### config.mk
export PLATFORM = sky130hd
export DESIGN_NAME = atm_pin_controller
export DESIGN_NICKNAME = d
export VERILOG_FILES = /design/src/rtl/atm_pin_controller.sv
export SDC_FILE = /design/constraint.sdc
export NUM_CORES = 1
export LEC_CHECK = 0
export BUFFER_PORTS_ARGS = -buffer_cell sky130_fd_sc_hd__buf_2
export CORE_ASPECT_RATIO = 0.75
export CORE_MARGIN = 2
export CORE_UTILIZATION = 53
export CTS_CLUSTER_SIZE = 24
export DETAILED_ROUTE_END_ITERATION = 10
export GPL_ROUTABILITY_DRIVEN = 1
export PLACE_DENSITY = 0.85
export SETUP_SLACK_MARGIN = 0.5
export SYNTH_ARGS = -nofsm -noshare
export SYNTH_HDL_FRONTEND = slang
export SYNTH_SLANG_ARGS = --single-unit
### constraint.sdc
create_clock -name clk_2 -period 2.3 [get_ports clk_2]
set_clock_uncertainty 0.15 [all_clocks]
set_input_delay 0.115 -clock clk_2 [delete_from_list [all_inputs] [get_ports clk_2]]
set_output_delay 0.115 -clock clk_2 [all_outputs]
set_load 0.02 [all_outputs]
### src/rtl/atm_pin_controller.sv
// ATM access controller: card detect, strobed PIN entry checked against a parameter code,
// dispense/destroy/wrong pulses and status outputs for the LED/7-segment front panel.
module atm_pin_controller #(
  parameter int unsigned DIGIT_W        = 3,
  parameter int unsigned CODE_LEN       = 3,
  parameter logic [DIGIT_W*CODE_LEN-1:0] CODE = 9'h05F,
  parameter int unsigned MAX_TRIES      = 3,
  parameter int unsigned TIMEOUT_CYCLES = 16,
  localparam int unsigned TryW = $clog2(MAX_TRIES + 1),
  localparam int unsigned CntW = $clog2(CODE_LEN + 1)
) (
  input  logic               clk_2,
  input  logic               reset,
  input  logic               card,
  input  logic               digit_valid,
  input  logic [DIGIT_W-1:0] digit,
  output logic               dispense,
  output logic               destroy,
  output logic               wrong,
  output logic [TryW-1:0]    tries_left,
  output logic [CntW-1:0]    digits_entered,
  output logic [2:0]         state_o
);

  typedef enum logic [2:0] {
    StIdle       = 3'd0,
    StEntry      = 3'd1,
    StCheck      = 3'd2,
    StDispense   = 3'd3,
    StDestroy    = 3'd4,
    StWaitRemove = 3'd5
  } state_e;

  // A zero timeout keeps a 1-bit timer that is never advanced.
  localparam int unsigned TmrW    = (TIMEOUT_CYCLES > 0) ? $clog2(TIMEOUT_CYCLES + 1) : 1;
  localparam int unsigned TmrLast = (TIMEOUT_CYCLES > 0) ? TIMEOUT_CYCLES - 1 : 0;

  state_e            state_q, state_d;
  logic [TryW-1:0]   tries_q, tries_d;
  logic [CntW-1:0]   cnt_q, cnt_d;
  logic [TmrW-1:0]   timer_q, timer_d;
  logic              mismatch_q, mismatch_d;
  logic              dispense_q, dispense_d;
  logic              destroy_q, destroy_d;
  logic              wrong_q, wrong_d;
  logic [DIGIT_W-1:0] exp_digit;

  // First code digit lives in the most-significant slice.
  always_comb begin
    exp_digit = '0;
    for (int unsigned i = 0; i < CODE_LEN; i++) begin
      if (cnt_q == CntW'(i)) begin
        exp_digit = CODE[(CODE_LEN-1-i)*DIGIT_W +: DIGIT_W];
      end
    end
  end

  always_comb begin
    state_d    = state_q;
    tries_d    = tries_q;
    cnt_d      = cnt_q;
    timer_d    = timer_q;
    mismatch_d = mismatch_q;
    dispense_d = 1'b0;
    destroy_d  = 1'b0;
    wrong_d    = 1'b0;

    unique case (state_q)
      StIdle: begin
        tries_d = TryW'(MAX_TRIES);
        if (card) begin
          state_d    = StEntry;
          cnt_d      = '0;
          timer_d    = '0;
          mismatch_d = 1'b0;
        end
      end

      StEntry: begin
        if (!card) begin
          state_d    = StIdle;
          tries_d    = TryW'(MAX_TRIES);
          cnt_d      = '0;
          timer_d    = '0;
          mismatch_d = 1'b0;
        end else if (digit_valid) begin
          timer_d = '0;
          cnt_d   = cnt_q + CntW'(1);
          if (digit != exp_digit) begin
            mismatch_d = 1'b1;
          end
          if (cnt_q == CntW'(CODE_LEN - 1)) begin
            state_d = StCheck;
          end
        end else if (TIMEOUT_CYCLES > 0) begin
          timer_d = timer_q + TmrW'(1);
          if (timer_q == TmrW'(TmrLast)) begin
            state_d    = StCheck;
            mismatch_d = 1'b1;
          end
        end
      end

      StCheck: begin
        if (mismatch_q) begin
          wrong_d = 1'b1;
          if (tries_q != '0) begin
            tries_d = tries_q - TryW'(1);
          end
          // Last remaining attempt just failed: fail count has reached MAX_TRIES.
          if (tries_q <= TryW'(1)) begin
            state_d   = StDestroy;
            destroy_d = 1'b1;
          end else begin
            state_d    = StEntry;
            cnt_d      = '0;
            timer_d    = '0;
            mismatch_d = 1'b0;
          end
        end else begin
          state_d    = StDispense;
          dispense_d = 1'b1;
        end
      end

      StDispense: begin
        state_d = StWaitRemove;
      end

      StDestroy: begin
        tries_d = '0;
        state_d = StWaitRemove;
      end

      StWaitRemove: begin
        if (!card) begin
          state_d = StIdle;
          tries_d = TryW'(MAX_TRIES);
          cnt_d   = '0;
        end
      end

      default: begin
        state_d = StIdle;
      end
    endcase
  end

  always_ff @(posedge clk_2) begin
    if (reset) begin
      state_q    <= StIdle;
      tries_q    <= TryW'(MAX_TRIES);
      cnt_q      <= '0;
      timer_q    <= '0;
      mismatch_q <= 1'b0;
      dispense_q <= 1'b0;
      destroy_q  <= 1'b0;
      wrong_q    <= 1'b0;
    end else begin
      state_q    <= state_d;
      tries_q    <= tries_d;
      cnt_q      <= cnt_d;
      timer_q    <= timer_d;
      mismatch_q <= mismatch_d;
      dispense_q <= dispense_d;
      destroy_q  <= destroy_d;
      wrong_q    <= wrong_d;
    end
  end

  assign dispense       = dispense_q;
  assign destroy        = destroy_q;
  assign wrong          = wrong_q;
  assign tries_left     = tries_q;
  assign digits_entered = cnt_q;
  assign state_o        = state_q;

endmodule

==> summary.md, run 1 <==
| Metric | Value |
|---|---|
| Power share of the clock group | `30.9%` |
| Final global-route overflow total | `0` |
| # fillers | `147` |
| CP Data Required Time | `2340 ps` |
| Worst Hold Class | `input port to flop` |
| Final net count | `142` |
| Status | `finished clean` |
| # diodes | `0` |
| Combinational fraction of design power | `19.3%` |
| First-pass GRT wire length | `3215 um` |
| Global placement routability congestion | `0.8528` |
| Chip Height | `40.78 um` |
| Vias | `878` |
| Cell family with most CP delay | `compound AO/OA/AOI/OAI gates` |
| RSZ-0062 raised after global routing | `yes` |
| Most frequent cells in the layout | `buf_2, nor2_1, dfxtp_1, nand2b_1, a21oi_1` |
| Setup crit end kind | `flop` |
| CTS tree | `built` |
| Crit path launch type | `flop` |
| Vias in the first global route | `715` |
| Worst path arrival time | `1860 ps` |
| Crit-path cells | `ha_4, and3_4, ha_4, mux2i_1, o211ai_1, nor2b_1, a2111oi_1` |
| Post-route minimum period | `1819 ps` |
| Switching Power | `180.6 uW` |
| LEAKAGE | `0.0004613 uW` |
| Post-synth EDFFs | `0` |
| Setup_tns | `0 ps` |
| TritonCTS buffer count | `3` |
| Fraction of layout cells with a size suffix above 1 | `28.13%` |
| Clock Tree Root | `clkbuf_4` |
| Worst reg2reg path depth | `7` |
| Worst R2R Start | `timer_q[0]` |
| DR iter-0 viols | `39` |
| Crit-path slowest cell | `dfxtp_4` |
| Switching Share | `29.31%` |
| Critical path class | `flop to flop` |
| Buf/Inv on CP | `0` |
| Synth Register Bits | `16` |
| Hold path endpoint | `state_o[2]` |
| Final setup viols | `0` |
| Flop2flop setup slack | `480 ps` |
| Initial antenna violation count | `0` |
| Full die area | `2163 um^2` |
| CP max FO | `3` |
| Initial core utilization | `55.97%` |
| Least-Margin Pin Slew | `442.9 ps` |
| Internal | `435.7 uW` |
| Dominant synthesized flop cell | `dfxtp_1` |
| Most common cell on crit path | `ha_4` |
| First drt pass iteration count | `4` |
| Synthesized instance count | `112` |
| Seq pwr share | `49.8%` |
| Via density per instance | `5.853` |
| Peak supply drop | `578.3 uV` |
| Max Cap Violations | `0` |
| Netlist Area Pre-Place | `955.9 um^2` |
| Dpl hpwl | `1460 um` |
| R2R Path End | `state_o[0]` |
| Power per cell area | `550.4 nW/um^2` |
| Hold path cells | `2` |
| Placed Cells incl. Taps | `144` |
| Async S/R FF share, synth | `0%` |
| Synth unique cells | `39` |
| Commonest non-fill, non-tap cell in the layout | `buf_2` |
| Clock slew at reported path FFs | `100 ps` |
| Routed WL | `2271 um` |
| Slew Limit Fails | `0` |
| Total GRT Usage | `21.69%` |
| Avg Synthesized Cell Area | `8.535 um^2` |
| Drt drc | `0` |
| Area growth, synth to finish | `17.15%` |
| H-tree lvl count | `1` |
| Final period utilization | `79.09%` |
| Placement row count | `13` |
| Fmax | `549.8 MHz` |
| Die X | `53.04 um` |
| Post-Syn Nets | `125` |
| Post-synthesis sequential area ratio | `33.51%` |
| CORE AREA | `1708 um^2` |
| Max-Slew Margin vs Limit | `70.43%` |
| I/O Pins | `17` |
| Average wire per standard cell | `15.14 um` |
| Max stage delay on crit path | `370 ps` |
| Routed Antenna Nets | `0` |
| Clock Sinks | `16` |
| Synth Warn # | `0` |
| Worst hold start | `reset` |
| Clock buffer depth | `2` |
| Clock Latency Late Sink | `290 ps` |
| Non-filler cells in the finished layout | `150` |
| Largest net degree at the start of global routing | `21` |
| Final Hold Viols | `0` |
| PortBufs | `16` |
per-stage QoR:
| stage | total power, uW | worst slack, ps | cell area, um^2 | utilization (%) | hold slack [ps] |
|---|---|---|---|---|---|
| floorplan | 398.2 | 514.5 | 955.9 | - | 167.6 |
| global placement | 420.4 | 474.4 | 1026 | 60.07 | 325.0 |
| detailed placement | 424.1 | 349.8 | 1026 | 60.07 | 326.4 |
| CTS | 611.9 | 482.9 | 1075 | 62.93 | 51.04 |
| global route | 642.8 | 407.1 | 1120 | 65.57 | 68.90 |
| finish | 616.4 | 481.0 | 1120 | 65.57 | 52.79 |
area by class of cell:
| class | instances | area, um^2 | share of cell area [%] |
|---|---|---|---|
| Multi-Input combinational cell | 85 | 609.3 | 54.41 |
| Sequential cell | 16 | 329.1 | 29.39 |
| Timing Repair Buffer | 19 | 102.6 | 9.162 |
| Clock buffer | 4 | 36.28 | 3.240 |
| Tap cell | 22 | 27.53 | 2.458 |
| Inverter | 4 | 15.01 | 1.341 |
cells by family after synthesis:
kind of cell,after synthesis,share of synthesized area [%]
multiplexers,4,4.450
AO/OA/AOI/OAI,25,18.33
flip-flops,16,33.51
XOR/XNOR,3,2.749
adder cells (fa/ha/maj),6,7.853
buffers and inverters,11,6.282
AND/OR/NAND/NOR,47,26.83
registers in the layout, summed over array words and instances (netlist names):
name and flops:
timer_q 5, state_o 3, digits_entered 2, tries_left 2
destroy 1, dispense 1, mismatch_q 1, wrong 1
power groups by stage:
stage | registers [uW] | clock network, uW | logic, uW
3_5_place_dp | 312 | 0 | 112
4_1_cts | 307 | 191 | 114
2_1_floorplan | 311 | 0 | 87.4
3_3_place_gp | 311 | 0 | 109
6_report | 307 | 191 | 119
5_1_grt | 309 | 202 | 131
how the worst max path moves through the flow:
stage                       from         end  slack, ps  cells past startpoint
2_1_floorplan  digits_entered[0]  mismatch_q        510                      6
3_3_place_gp          timer_q[0]  state_o[0]        470                      7
3_5_place_dp          timer_q[0]  state_o[0]        350                      7
4_1_cts               timer_q[0]  state_o[0]        480                      7
5_1_grt               timer_q[0]  state_o[0]        410                      7
6_report              timer_q[0]  state_o[0]        480                      7
per-layer routing:
metal  vias to the layer above  share of wire (%)  GRT usage [%]  wire length, um
li1                        432                  -              -                -
met1                       404                 43          27.23              970
met2                        38                 49          35.63             1118
met3                         4                6.9          7.299              157
met4                         0                1.0          7.051               23
met5                         -                  0              0                0
synthesized netlist by cell type, drive strengths merged, types with 2 or more instances:
master | count | area [um^2]
nand2 | 4 | 15.01
buf | 7 | 45.04
nor4 | 2 | 12.51
mux2i | 2 | 20.02
nor2 | 13 | 48.80
a311oi | 2 | 17.52
o22a | 2 | 17.52
nand2b | 8 | 50.05
nor3 | 6 | 30.03
mux2 | 2 | 22.52
xor2 | 2 | 17.52
ha | 6 | 75.07
nor2b | 3 | 18.77
inv | 4 | 15.01
dfxtp | 16 | 320.3
a21oi | 10 | 53.80
nand3b | 3 | 22.52
timing repair:
action	4_1_cts	5_1_grt
setup endpoints to repair	3	7
resized for setup	3	9
pin swaps	2	3
buffers inserted	1	1
hold buffers	0	0
No activity file was read; power rests on OpenSTA's default activity.
==> inputs of run 2 (changes only) <==
==> constraint.sdc (replaced) <==
create_clock -name clk_2 -period 1.75 [get_ports clk_2]
set_clock_uncertainty 0.15 [all_clocks]
set_input_delay 0.0875 -clock clk_2 [delete_from_list [all_inputs] [get_ports clk_2]]
set_output_delay 0.0875 -clock clk_2 [all_outputs]
set_load 0.02 [all_outputs]
==> run 2 against run 1 <==
- final cell count rose by 11%
- largest power group unchanged
- via count rose by 21%
- critical path type unchanged
- critical path depth did not move
- sequential share of layout area fell by 5.1 points
- utilization rose by 18 points
- sequential power rose by 30%
- worst setup slack got worse by 460 ps
- clock-buffer cell count fell by 1
- power rose by 45%
- highest routed layer unchanged
==> summary.md, run 2 (synthesis gave the netlist of run 1 again) <==
| Metric | Value |
|---|---|
| Status | `finished clean` |
| CP Data Required Time | `1790 ps (-550 ps)` |
| CTS tree | `built` |
| PortBufs | `16 (unchanged)` |
| CORE AREA | `1708 um^2 (unchanged)` |
| H-tree lvl count | `1 (unchanged)` |
| Max reg flops | `5 (unchanged)` |
| Non-filler cells in the finished layout | `167 (+11%)` |
| Multi-input gate area | `764.5 um^2 (+25%)` |
| Die X | `53.04 um (unchanged)` |
| I/O Pins | `17 (unchanged)` |
| Dpl hpwl | `1616 um (+11%)` |
| First drt pass iteration count | `4 (unchanged)` |
| Least-Margin Pin Slew | `546.3 ps (+103.4 ps)` |
| Worst Hold Class | `input port to flop` |
| Peak supply drop | `514.4 uV (-11%)` |
| Max-Slew Margin vs Limit | `63.25% (-7.2 points)` |
| FF/Latch Area | `347.8 um^2 (+5.7%)` |
| Full die area | `2163 um^2 (unchanged)` |
| Clock Latency Late Sink | `300 ps (about the same)` |
| Dpl cell area | `1126 um^2 (+9.8%)` |
| Vias | `1063 (+21%)` |
| Largest net degree at the start of global routing | `21 (unchanged)` |
| Reg with most FFs | `timer_q` |
| Fmax | `577.1 MHz (+5.0%)` |
| Critical path class | `flop to flop` |
| LEAKAGE | `0.0005776 uW (+25%)` |
| Design Power | `892.6 uW (+45%)` |
| Routed Antenna Nets | `0 (unchanged)` |
| Most frequent cells in the layout | `buf_4, buf_2, nor2_1, nand2b_1` |
| Final global-route overflow total | `0 (unchanged)` |
| Global placement routability congestion | `0.8816 (+3.4%)` |
| Slew Limit Fails | `0 (unchanged)` |
| Post-route minimum period | `1733 ps (-86.32 ps)` |
| Cell area after layout | `1435 um^2 (+28%)` |
| Clock buffer depth | `2 (unchanged)` |
| Drt drc | `0 (unchanged)` |
| Final period utilization | `99.01% (+20 points)` |
| Average wire per standard cell | `20.11 um (+33%)` |
| Vias in the first global route | `894 (+25%)` |
| Fraction of layout cells with a size suffix above 1 | `53.10% (+25 points)` |
| Setup crit end kind | `flop` |
| Clock Sinks | `16 (unchanged)` |
| Via density per instance | `6.365 (+8.7%)` |
| CP max FO | `2 (-1)` |
| Placement row count | `13 (unchanged)` |
| First-pass GRT wire length | `4498 um (+40%)` |
| Crit path launch type | `flop` |
| RSZ-0062 raised after global routing | `yes` |
| Layout Utilization | `84.03% (+18 points)` |
| TritonCTS buffer count | `3 (unchanged)` |
| # fillers | `82 (-44%)` |
| Clock slew at reported path FFs | `90 ps (about the same)` |
| Chip Height | `40.78 um (unchanged)` |
| # diodes | `0 (unchanged)` |
| Final net count | `160 (+13%)` |
| Worst path arrival time | `1770 ps (-90 ps)` |
| Max Cap Violations | `0 (unchanged)` |
| Final Hold Viols | `0 (unchanged)` |
| Routed WL | `3358 um (+48%)` |
| Final setup viols | `0 (unchanged)` |
| Area growth, synth to finish | `50.13%` |
| Initial core utilization | `55.97% (unchanged)` |
| Total GRT Usage | `30.78% (+9.1 points)` |
| Commonest non-fill, non-tap cell in the layout | `buf_4` |
| Initial antenna violation count | `0 (unchanged)` |
| Clock Tree Root | `clkbuf_4` |
| Placed Cells incl. Taps | `146 (+1.4%)` |
| Power per cell area | `622.0 nW/um^2 (+13%)` |
| DR iter-0 viols | `68 (+74%)` |
run 2: cell types whose count changed in the layout (fill, tap and decap cells not counted), moves of 2 or more:
cell,before,now
a21oi_1,8,6
buf_4,3,18
buf_6,0,4
dfxtp_1,11,6
dfxtp_4,1,6
ha_1,4,2
ha_4,2,4
inv_1,4,2
mux2_2,2,0
mux2_4,0,2
nor2_1,13,10
nor2_4,0,2
run 2: final timing paths:
kind | start | end | slack (ps) | cells after the start
max | timer_q[0] | state_o[0] | 20 | 7
min | digit_valid | timer_q[4] | 70 | 4
max reg2reg | timer_q[0] | state_o[0] | 20 | 7
min reg2reg | timer_q[3] | timer_q[3] | 340 | 1
run 2: layer usage:
layer	wire length [um]	global-route usage (%)	vias up
met4	80	8.974	0
met5	0	0	-
met1	1392	38.72	502
li1	-	-	470
met3	345	8.394	14
met2	1540	52.81	77
run 2: layout make-up:
class | instances | area share (%)
Multi-Input combinational cell | 85 | 53.27
Timing Repair Buffer | 37 | 17.79
Sequential cell | 16 | 24.24
Tap cell | 22 | 1.918
Inverter | 4 | 1.221
Clock buffer | 3 | 1.569
run 2: metrics by stage:
stage,hold slack [ps],setup WS [ps],TNS (ps)
detailed placement,316.7,-70.17,-70.17
global route,78.68,-83.04,-132.0
finish,73.04,17.32,0
floorplan,140.0,129.0,0
CTS,31.47,10.08,0
global placement,312.6,39.37,0
run 2: timing repair:
| action | CTS | global route |
|---|---|---|
| gates resized for setup | 24 | 14 |
| pin swaps | 12 | 3 |
| setup endpoints to repair | 16 | 18 |
| hold buffers | 0 | 0 |
| setup buffers | 16 | 2 |
run 2: report_power, final:
group	total [uW]	internal [uW]	leakage, uW	switching, uW
clock network	197	80.5	0.0000138	117
logic	295	138	0.000430	157
registers	400	375	0.000134	25.2
run 2: worst max-delay path: stages (launching register included):
cell and delay, ps:
dfxtp_4 360, ha_4 160, and3_4 180, ha_4 150, mux2i_1 140, o211ai_1 130
nor2b_4 160, a2111oi_4 200
==> inputs of run 3 (changes only) <==
--- a/config.mk
+++ b/config.mk
@@ -9,10 +9,11 @@
 export CORE_ASPECT_RATIO = 0.75
 export CORE_MARGIN = 2
 export CORE_UTILIZATION = 53
+export CTS_BUF_LIST = sky130_fd_sc_hd__clkbuf_16
 export CTS_CLUSTER_SIZE = 24
 export DETAILED_ROUTE_END_ITERATION = 10
 export GPL_ROUTABILITY_DRIVEN = 1
-export PLACE_DENSITY = 0.85
+export PLACE_DENSITY = 0.83
 export SETUP_SLACK_MARGIN = 0.5
 export SYNTH_ARGS = -nofsm -noshare
 export SYNTH_HDL_FRONTEND = slang
==> run 3 against run 2 <==
- die area did not move
- hold slack better by 6.5 ps
- critical path depth unchanged
- sequential share of layout area is 2.3 points higher
- clock-buffer cell count stayed put
- non-clock buffer count shrank 12
- worst setup slack gained 76 ps
- final cell count fell by 6.6%
- via count is 16% lower
- clock power up 130%
- register-to-register slack improved by 80 ps
- critical endpoint unchanged
- largest cell class unchanged
==> summary.md, run 3 (synthesis gave the netlist of run 1 again) <==
| Metric | Value |
|---|---|
| Status | `finished clean` |
| CP Data Required Time | `1750 ps (-40 ps)` |
| Worst Hold Class | `input port to flop` |
| Most frequent cells in the layout | `buf_2, nor2_1, buf_4, nand2b_1, dfxtp_1` |
| Area growth, synth to finish | `35.86%` |
| Max stage delay on crit path | `350 ps (about the same)` |
| H-tree lvl count | `1 (unchanged)` |
| TritonCTS buffer count | `3 (unchanged)` |
| Clock Sinks | `16 (unchanged)` |
| Chip Height | `40.78 um (unchanged)` |
| # fillers | `122 (+49%)` |
| Drt drc | `0 (unchanged)` |
| Cell family with most CP delay | `flip-flops` |
| Hold-fix buffers, CTS | `0 (unchanged)` |
| Buf/Inv on CP | `0 (unchanged)` |
| Clock slew at reported path FFs | `50 ps (-40 ps)` |
| Hold Slack | `79.53 ps (+6.497 ps)` |
| CTS tree | `built` |
| First drt pass iteration count | `4 (unchanged)` |
| DR iter-0 viols | `26 (-62%)` |
| CORE AREA | `1708 um^2 (unchanged)` |
| Clock Latency Late Sink | `250 ps (-50 ps)` |
| Crit-path cells | `ha_4, and3_4, ha_4, mux2i_1, o211ai_1, nor2b_1, a2111oi_2` |
| CP max FO | `2 (unchanged)` |
| Post-route minimum period | `1656 ps (-76.49 ps)` |
| Peak supply drop | `788.0 uV (+53%)` |
| Clock Tree Root | `clkbuf_16` |
| Worst hold start | `reset` |
| Crit path launch type | `flop` |
| Fmax | `603.8 MHz (+4.6%)` |
| Via density per instance | `5.712 (-10%)` |
| Reg with most FFs | `timer_q` |
| Cell area after layout | `1299 um^2 (-9.5%)` |
| Dpl hpwl | `1450 um (-10%)` |
| Most common cell on crit path | `ha_4` |
| Dpl cell area | `1134 um^2 (+0.67%)` |
| Routed Antenna Nets | `0 (unchanged)` |
| PortBufs | `16 (unchanged)` |
| Average wire per standard cell | `13.81 um (-31%)` |
| Final setup viols | `0 (unchanged)` |
| Initial antenna violation count | `0 (unchanged)` |
| First-pass GRT wire length | `3456 um (-23%)` |
| Max-Slew Margin vs Limit | `74.94% (+12 points)` |
| Die X | `53.04 um (unchanged)` |
| Power per cell area | `806.8 nW/um^2 (+30%)` |
| Vias | `891 (-16%)` |
| LEAKAGE | `0.0005135 uW (-11%)` |
| Worst setup path startpoint | `timer_q[0]` |
| RSZ-0062 raised after global routing | `yes` |
| Routed WL | `2154 um (-36%)` |
| Max Cap Violations | `0 (unchanged)` |
| Clock buffer depth | `2 (unchanged)` |
| Least-Margin Pin Slew | `376.0 ps (-170.3 ps)` |
| Worst path arrival time | `1650 ps (-120 ps)` |
| Vias in the first global route | `750 (-16%)` |
| Commonest non-fill, non-tap cell in the layout | `buf_2` |
| Fraction of layout cells with a size suffix above 1 | `42.54% (-11 points)` |
| Worst R2R Start | `timer_q[0]` |
| Initial core utilization | `55.97% (unchanged)` |
| Setup crit end kind | `flop` |
| Global placement routability congestion | `0.8541 (-3.1%)` |
| Total GRT Usage | `23.24% (-7.5 points)` |
| Slew Limit Fails | `0 (unchanged)` |
| # diodes | `0 (unchanged)` |
| Placement row count | `13 (unchanged)` |
| Max reg flops | `5 (unchanged)` |
| Final Hold Viols | `0 (unchanged)` |
| Final net count | `148 (-7.5%)` |
| Largest net degree at the start of global routing | `21 (unchanged)` |
| Final period utilization | `94.64% (-4.4 points)` |
| Full die area | `2163 um^2 (unchanged)` |
| Critical path class | `flop to flop` |
| Crit-path slowest cell | `dfxtp_4` |
| Final global-route overflow total | `0 (unchanged)` |
| I/O Pins | `17 (unchanged)` |
-- run 3: cell types whose count changed in the layout (fill, tap and decap cells not counted), moves of 2 or more --
cell	before	now
buf_6	4	0
clkbuf_16	0	3
nor2_1	10	12
clkbuf_4	3	0
buf_4	18	9
nor2_4	2	0
-- run 3: cell type report --
class | instances | area (um^2) | area share, %
clock buffer | 3 | 75.07 | 5.780
tap | 22 | 27.53 | 2.119
sequential | 16 | 344.1 | 26.49
multi-input combinational | 85 | 683.2 | 52.60
timing repair buffer | 25 | 147.6 | 11.37
inverter | 4 | 17.52 | 1.349
clock inverter | 1 | 3.754 | 0.2890
-- run 3: where the power goes --
part | switching [uW] | internal (uW)
Sequential | 22.8 | 376
Combinational | 107 | 88.0
Clock | 150 | 304
Total | 281 | 767
-- run 3: repair_timing --
item | in CTS | in global routing
endpoints found under the setup margin | 15 | 14
pin swaps | 10 | 2
gates resized for setup | 10 | 4
buffers inserted | 5 | 0
-- run 3: final timing paths --
kind | end | slack [ps] | depth (start not counted)
worst max register to register | state_o[0] | 90 | 7
worst max-delay path | state_o[0] | 90 | 7
worst min-delay path | state_o[2] | 80 | 2
worst min register to register | timer_q[3] | 350 | 1
-- run 3: metrics by stage --
stage | util [%] | setup slack, ps | cells | TNS, ps | power, uW
floorplan | - | 129.0 | 112 | 0 | 533.7
global placement | 66.37 | 68.28 | 147 | 0 | 573.0
detailed placement | 66.37 | 8.569 | 147 | 0 | 578.7
CTS | 75.16 | 50.79 | 156 | 0 | 1045
global route | 76.04 | -16.37 | 156 | -16.37 | 1096
finish | 76.04 | 93.80 | 156 | 0 | 1048
-- run 3: layer usage --
metal	GRT usage [%]	wire, um	vias up
met3	7.664	101	3
met5	0	0	-
li1	-	-	452
met4	5.769	21	0
met1	30.46	1073	411
met2	37.50	957	25
-- run 3: worst reg2reg max path, delay by kind of cell (launching register included) --
| kind | cells | cell delay (ps) |
|---|---|---|
| compound gates | 2 | 310 |
| fa+ha+maj | 2 | 300 |
| flops | 1 | 350 |
| simple gates | 2 | 330 |
| mux | 1 | 120 |
